$ cat src/rtl/rv32_seq_ctrl.sv
// Multi-cycle RV32I OP/OP-IMM sequencer: FETCH/DECODE/EXEC/WB, 4 cycles minimum per instruction.
// Fetch waits on imem_ack_i with request and address held stable; run_i gates only new fetches.
module rv32_seq_ctrl #(
    parameter logic [31:0] RESET_PC = 32'h0000_0000
) (
    input  logic        clk_i,
    input  logic        res_i,
    input  logic        run_i,
    output logic        imem_req_o,
    output logic [31:0] imem_addr_o,
    input  logic        imem_ack_i,
    input  logic [31:0] imem_data_i,
    output logic [4:0]  rf_rs1_o,
    output logic [4:0]  rf_rs2_o,
    output logic [3:0]  alu_ctrl_o,
    output logic        alu_b_sel_o,
    output logic [31:0] imm_o,
    input  logic [31:0] alu_result_i,
    output logic        rf_we_o,
    output logic [4:0]  rf_rd_o,
    output logic [31:0] rf_wdata_o,
    output logic [31:0] pc_o,
    output logic        illegal_o,
    output logic [31:0] instret_o
);
    localparam logic [2:0] S_IDLE   = 3'd0;
    localparam logic [2:0] S_FETCH  = 3'd1;
    localparam logic [2:0] S_DECODE = 3'd2;
    localparam logic [2:0] S_EXEC   = 3'd3;
    localparam logic [2:0] S_WB     = 3'd4;

    localparam logic [6:0] OPC_OP    = 7'b0110011;
    localparam logic [6:0] OPC_OPIMM = 7'b0010011;
    localparam logic [6:0] F7_ZERO   = 7'b0000000;
    localparam logic [6:0] F7_ALT    = 7'b0100000;

    logic [2:0]  state_q, state_d;
    logic [31:0] pc_q, pc_d;
    logic [31:0] instret_q, instret_d;
    logic [31:0] instr_q, instr_d;
    logic [4:0]  rs1_q, rs1_d, rs2_q, rs2_d, rd_q, rd_d;
    logic [31:0] imm_q, imm_d;
    logic [3:0]  alu_ctrl_q, alu_ctrl_d;
    logic        b_sel_q, b_sel_d;
    logic        legal_q, legal_d;
    logic [31:0] wdata_q, wdata_d;

    logic [6:0]  opcode, funct7;
    logic [2:0]  funct3;
    logic        dec_legal, dec_b_sel, in_decode;
    logic [3:0]  dec_alu;
    logic [31:0] dec_imm;

    assign opcode    = instr_q[6:0];
    assign funct3    = instr_q[14:12];
    assign funct7    = instr_q[31:25];
    assign dec_imm   = {{20{instr_q[31]}}, instr_q[31:20]};
    assign dec_b_sel = (opcode == OPC_OPIMM);
    assign in_decode = (state_q == S_DECODE);

    always_comb begin
        dec_legal = 1'b0;
        case (opcode)
            OPC_OP: dec_legal = (funct7 == F7_ZERO) ||
                                ((funct7 == F7_ALT) && ((funct3 == 3'b000) || (funct3 == 3'b101)));
            OPC_OPIMM: begin
                case (funct3)
                    3'b001:  dec_legal = (funct7 == F7_ZERO);
                    3'b101:  dec_legal = (funct7 == F7_ZERO) || (funct7 == F7_ALT);
                    default: dec_legal = 1'b1;
                endcase
            end
            default: dec_legal = 1'b0;
        endcase
    end

    // instr[30] selects arithmetic shift for both register and immediate forms
    always_comb begin
        dec_alu = {1'b0, funct3};
        if ((opcode == OPC_OP) && (funct3 == 3'b000) && (funct7 == F7_ALT))
            dec_alu = 4'b1000;
        if ((funct3 == 3'b101) && instr_q[30])
            dec_alu = 4'b1101;
    end

    always_comb begin
        state_d    = state_q;
        pc_d       = pc_q;
        instret_d  = instret_q;
        instr_d    = instr_q;
        rs1_d      = rs1_q;
        rs2_d      = rs2_q;
        rd_d       = rd_q;
        imm_d      = imm_q;
        alu_ctrl_d = alu_ctrl_q;
        b_sel_d    = b_sel_q;
        legal_d    = legal_q;
        wdata_d    = wdata_q;
        case (state_q)
            S_IDLE: if (run_i) state_d = S_FETCH;
            S_FETCH: begin
                if (imem_ack_i) begin
                    instr_d = imem_data_i;
                    state_d = S_DECODE;
                end
            end
            S_DECODE: begin
                rs1_d      = instr_q[19:15];
                rs2_d      = instr_q[24:20];
                rd_d       = instr_q[11:7];
                imm_d      = dec_imm;
                alu_ctrl_d = dec_alu;
                b_sel_d    = dec_b_sel;
                legal_d    = dec_legal;
                if (dec_legal) begin
                    state_d = S_EXEC;
                end else begin
                    pc_d    = pc_q + 32'd4;
                    state_d = S_WB;
                end
            end
            S_EXEC: begin
                wdata_d = alu_result_i;
                state_d = S_WB;
            end
            S_WB: begin
                if (legal_q) begin
                    pc_d      = pc_q + 32'd4;
                    instret_d = instret_q + 32'd1;
                end
                state_d = run_i ? S_FETCH : S_IDLE;
            end
            default: state_d = S_IDLE;
        endcase
    end

    always_ff @(posedge clk_i or posedge res_i) begin
        if (res_i) begin
            state_q    <= S_IDLE;
            pc_q       <= RESET_PC;
            instret_q  <= 32'd0;
            instr_q    <= 32'd0;
            rs1_q      <= 5'd0;
            rs2_q      <= 5'd0;
            rd_q       <= 5'd0;
            imm_q      <= 32'd0;
            alu_ctrl_q <= 4'd0;
            b_sel_q    <= 1'b0;
            legal_q    <= 1'b0;
            wdata_q    <= 32'd0;
        end else begin
            state_q    <= state_d;
            pc_q       <= pc_d;
            instret_q  <= instret_d;
            instr_q    <= instr_d;
            rs1_q      <= rs1_d;
            rs2_q      <= rs2_d;
            rd_q       <= rd_d;
            imm_q      <= imm_d;
            alu_ctrl_q <= alu_ctrl_d;
            b_sel_q    <= b_sel_d;
            legal_q    <= legal_d;
            wdata_q    <= wdata_d;
        end
    end

    // Decode fields are live from instr_q during DECODE, then held in registers
    assign rf_rs1_o    = in_decode ? instr_q[19:15] : rs1_q;
    assign rf_rs2_o    = in_decode ? instr_q[24:20] : rs2_q;
    assign rf_rd_o     = in_decode ? instr_q[11:7]  : rd_q;
    assign imm_o       = in_decode ? dec_imm        : imm_q;
    assign alu_ctrl_o  = in_decode ? dec_alu        : alu_ctrl_q;
    assign alu_b_sel_o = in_decode ? dec_b_sel      : b_sel_q;

    assign imem_req_o  = (state_q == S_FETCH);
    assign imem_addr_o = pc_q;
    assign pc_o        = pc_q;
    assign instret_o   = instret_q;
    assign illegal_o   = in_decode && !dec_legal;
    assign rf_we_o     = (state_q == S_WB) && legal_q && (rd_q != 5'd0);
    assign rf_wdata_o  = wdata_q;
endmodule

$ cat config.mk
export PLATFORM = sky130hd
export DESIGN_NAME = rv32_seq_ctrl
export DESIGN_NICKNAME = d
export VERILOG_FILES = /design/src/rtl/rv32_seq_ctrl.sv
export SDC_FILE = /design/constraint.sdc
export NUM_CORES = 1
export LEC_CHECK = 0
export CELL_PAD_IN_SITES_DETAIL_PLACEMENT = 2
export CELL_PAD_IN_SITES_GLOBAL_PLACEMENT = 2
export CORE_ASPECT_RATIO = 1.1
export CORE_MARGIN = 1
export CORE_UTILIZATION = 29
export CTS_CLUSTER_SIZE = 28
export DETAILED_ROUTE_END_ITERATION = 10
export PLACE_DENSITY = 0.91
export SLEW_MARGIN = 20
export SYNTH_ARGS = -nofsm -noshare
export SYNTH_HDL_FRONTEND = slang
export SYNTH_SLANG_ARGS = --single-unit
$ cat constraint.sdc
create_clock -name clk_i -period 8.2 [get_ports clk_i]
set_input_delay 1.64 -clock clk_i [delete_from_list [all_inputs] [get_ports clk_i]]
set_output_delay 1.64 -clock clk_i [all_outputs]
set_load 0.005 [all_outputs]
* Word-level counts from Yosys, hierarchy flattened *
Index checks and enable logic that the tools add are counted.

storage, ports and cells
  output and inout port bits = 183
  bits of input ports = 68
  logic and storage cells = 65
  flip-flop bits (word level) = 184

operators by class
  eq/ne operators = 13
  add/sub/neg operators = 2
  multiplexer cells = 18
  reduce and logical (&&, ||, !) cells = 20

operators by type and width
  operator               count
  $mux 32                3
  $pmux 32 s2            1
  $add 32x1->32 const B  1
  $add 32x3->32 const B  1
  $mux 5                 3
  $pmux 3 s5             1
  $eq 7x6->1 const B     2
  $mux 4                 3
  $mux 3                 3
  $eq 7x5->1 const B     1
  $logic_and 1x1->1      7
  $logic_not 7->1        1
  $eq 3x1->1 const B     2
  $eq 3x2->1 const B     2
  $eq 3x3->1 const B     2
  $logic_not 3->1        2
  $ne 2x2->1 const B     3
  $reduce_and 2->1       3
  $reduce_bool 5->1      1
  $pmux 1 s2             2
  $logic_or 1x1->1       3
  $reduce_and 3->1       1
  $mux 1                 2
  $ne 2x1->1 const B     1
  2 further kinds        2

* Longest topological paths before layout *
  depth after elaboration = 7
  mapped depth = 7
  mapped depth without buffers = 6

* Worst setup path before layout *
No wires, ideal clock.

  path type = flip-flop to output port
  from = reg instr_q[27]
  to = out alu_ctrl_o[3]
  arrival = 1752 ps
  buffers on the path = 0
  stages on the path, launching flop included = 5
  required time = 6560 ps
  setup slack = 4808 ps
  cell sequence = dfrtp_1 > or4_1 > or4_4 > o41ai_1 > a22o_1

between the ends
  cells in the longest elaborated chain, start to end = 5

RTL lines
  item                    line  text
  start, declared         40    logic [31:0] instr_q, instr_d;
  start signal, assigned  155   instr_q <= instr_d;
  $eq 7x6->1              80    if ((opcode == OPC_OP) && (funct3 == 3'b000) && (funct7 == F7_ALT))
  $logic_and 1x1->1       80
  $mux 4                  80
  $mux 4                  82    if ((funct3 == 3'b101) && instr_q[30])
  $mux 4                  172   assign alu_ctrl_o = in_decode ? dec_alu : alu_ctrl_q;
  end, declared           15    output logic [3:0] alu_ctrl_o,

No other way between the ends.

* Final worst setup path *
  from = reg instr_q[28]
  to = out illegal_o

between the ends
  cells in the longest elaborated chain, start to end = 6
  elaborated cells between the ends (all ways) = 9
  classes of those cells = eq/ne: 1; mux: 2; reduce/logical: 6

RTL lines
  item                                                   line    text
  $eq 7x6->1 or $logic_not 7->1 (tied branches)          -
  $logic_or 1x1->1 or $logic_and 1x1->1 (tied branches)  69, 65
  $pmux 1 s2 or $logic_or 1x1->1 (tied branches)         67, 64
  $pmux 1 s2 *                                           63      case (opcode)
  $logic_not 1->1 *                                      179     assign illegal_o = in_decode && !dec_legal;
  $logic_and 1x1->1 *                                    179
  end, declared                                          23      output logic illegal_o,

Every way passes the cells marked *; elsewhere a longest branch is shown, timed or not.

==> flow_summary.yaml <==
clock_tree:
  post-cts-setup-buffer-count: 0
  cts.sinks: 182
  cts_max_level: 4
  cts_hold_buf: 0
  path_clk_slew_ns: 0.07
  cts_buffer_depth: 2
  clkLatencyLatePin_ns: 0.44
  postCtsResizedCells: 0
  cts_root_buffer: "clkbuf_16"
  cts_buffers: 17
  cts_tree: "yes"
detailed_routing:
  drc: 0
  route.vias.total: 5717
  wl_per_cell_um: 18.8
  drt-initial-drc-count: 214
  first_pass_iters: 4
  drt-total-wl_um: 23100
  final_antenna_net_count: 0
  via_per_inst: 4.66
layout:
  synthToLayoutAreaGrowth_pct: 41.1
  fin_nets: 932
  diodes: 0
  drive_gt1_frac: 0.133
setup_path:
  arrival_ns: 3.12
  path_max_fanout: 24
  rr_worst_depth: 5
  worst_ep_required_time_ns: 6.56
  worstSetupEndpointType: "output port"
  worst_setup_path_start_kind: "flip-flop"
  worstSetupPathType: "reg -> out"
timing:
  maxSlewViolCount: 0
  tns_ns: 0
  finalCritPeriodShare: 0.580
  tightest_slew_ns: 1.01
  whs_ns: 0.476
  hold_viol_final: 0
  grt_setup_unrepaired: "false"
  fmax_mhz: 210
  setup_viol_count_final: 0
  max_slew_margin: 0.322
  period_minus_slack_ns: 4.76
  finalClockSkew_ns: 0.0114
die:
  die_w_um: 158
  core_area_mm2: 0.0261
  die_y_um: 173
  rows: 62
  num_io_pins: 251
  dieArea_mm2: 0.0273
  initial_core_util: 0.296
status:
  status: "completed"
power_and_ir_drop:
  power_density_mw_per_mm2: 308
  power_mw: 3.36
  p_leak_nw: 4.80
  ir_worst_vdd_uv: 153
global_route:
  grt_pass1_wl_um: 36600
  gr-total-overflow: 0
  track_usage: 0.175
  grt_max_degree: 127
  antenna_found_initial: 0
  grt_pass1_vias: 6427
run:
  maxCapViolations: 0
synth:
  synth_largest_area_cell: "dfrtp_1"
  synth_cell_types: 50
  synthCells: 650
  synth_common_cells: "dfrtp_1 (182), nand2_1 (118), mux2_2 (63)"
  ys_warn_count: 0
  async_reset_ff_frac: 1.00
  netlist_area_mm2: 0.00773
  synth_area_leaders: "dfrtp_1 (59%), mux2_2 (9.2%), nand2_1 (5.7%)"
  ys_ff_latch: 182
  synth-edff-count: 0
  ys_seq_area_frac: 0.589
  synth.most_common_cell: "dfrtp_1"
  synth_top_area_share: 0.589
  syn-mean-instance-area_um2: 11.9
  synth_top_flop_cell: "dfrtp_1"
worst_hold_path:
  hp-class: "reg -> reg"
  holdPathStages: 1
placed_design:
  gp_congestion: 0.727
  dp_hpwl_um: 17100
  numPortBuffers: 246
==> cell usage in the layout, fill, tap and decap left out, drive strengths merged, types with 14 or more instances in the layout <==
master           n
a21o            21
clkbuf          18
clkdlybuf4s50  246
dfrtp          182
inv             17
mux2            63
nand2          118
nand3           18
nor2            14
xnor2           36
xor2            24
==> per-layer routing <==
metal,global-route usage,part of all wire,vias up
met5,0,0,-
met4,0.0449,0.012,0
met3,0.0609,0.066,22
met2,0.316,0.53,158
met1,0.193,0.39,2934
li1,-,-,2603
==> logic make-up (layout without fill, tap and decap cells) <==
group	Yosys count	count (layout)	synth area share
flops	182	182	0.589
simple gates	210	210	0.130
compound gates	60	60	0.0619
buf+inv	71	293	0.0538
mux	64	64	0.0931
fa+ha+maj	2	2	0.00324
other cells	1	4	0.000485
xor+xnor	60	60	0.0680
==> path summary, 6_finish.rpt <==
path | from | end | slack, ns
setup / recovery | instr_q[28] | illegal_o | 3.44
hold / removal | imm_q[29] | imm_q[29] | 0.48
setup reg to reg | state_q[1] | instret_o[29] | 5.29
hold reg to reg | imm_q[29] | imm_q[29] | 0.48
max in group asynchronous | res_i | rf_wdata_o[0] | 5.08
min in group asynchronous | res_i | instret_o[10] | 1.82
==> metrics by stage <==
step	utilization	cells	setup slack [ns]	cell area [um^2]
floorplan	-	653	1.62	7740
global placement	0.394	1195	3.94	10300
detailed placement	0.394	1195	3.89	10300
CTS	0.417	1227	3.40	10900
global route	0.417	1227	3.29	10900
finish	0.417	1227	3.44	10900
==> area by class of cell <==
cell class              instances  area [um^2]
repair buffers                250         2490
inverters                      11         51.3
well taps                     352          440
fillers                      2653        15200
flip-flops and latches        182         4550
clock buffers                  18          439
multi-input cells             400         2780
clock inverters                14          143
==> registers in the layout, summed over array words and instances, names as in the netlist <==
register / cells
rf_wdata_o: 32
rd_q: 5
legal_q: 1
rs2_q: 5
rs1_q: 5
alu_ctrl_q: 4
imm_q: 32
b_sel_q: 1
imem_addr_o: 30
state_q: 3
instret_o: 32
instr_q: 32
==> worst max-delay path, stage by stage, from the launching register on <==
cell and delay (ns):
dfrtp_1 0.40, or4_1 0.52, or4_4 0.46, o211ai_4 0.61, inv_4 0.17, clkdlybuf4s50_1 0.52
==> power by group <==
part | internal, mW | total [mW] | switching [mW]
combinational | 0.700 | 1.19 | 0.489
sequential | 1.19 | 1.35 | 0.167
clock | 0.436 | 0.819 | 0.382
total | 2.32 | 3.36 | 1.04
Power figures use the tool's default switching activity.
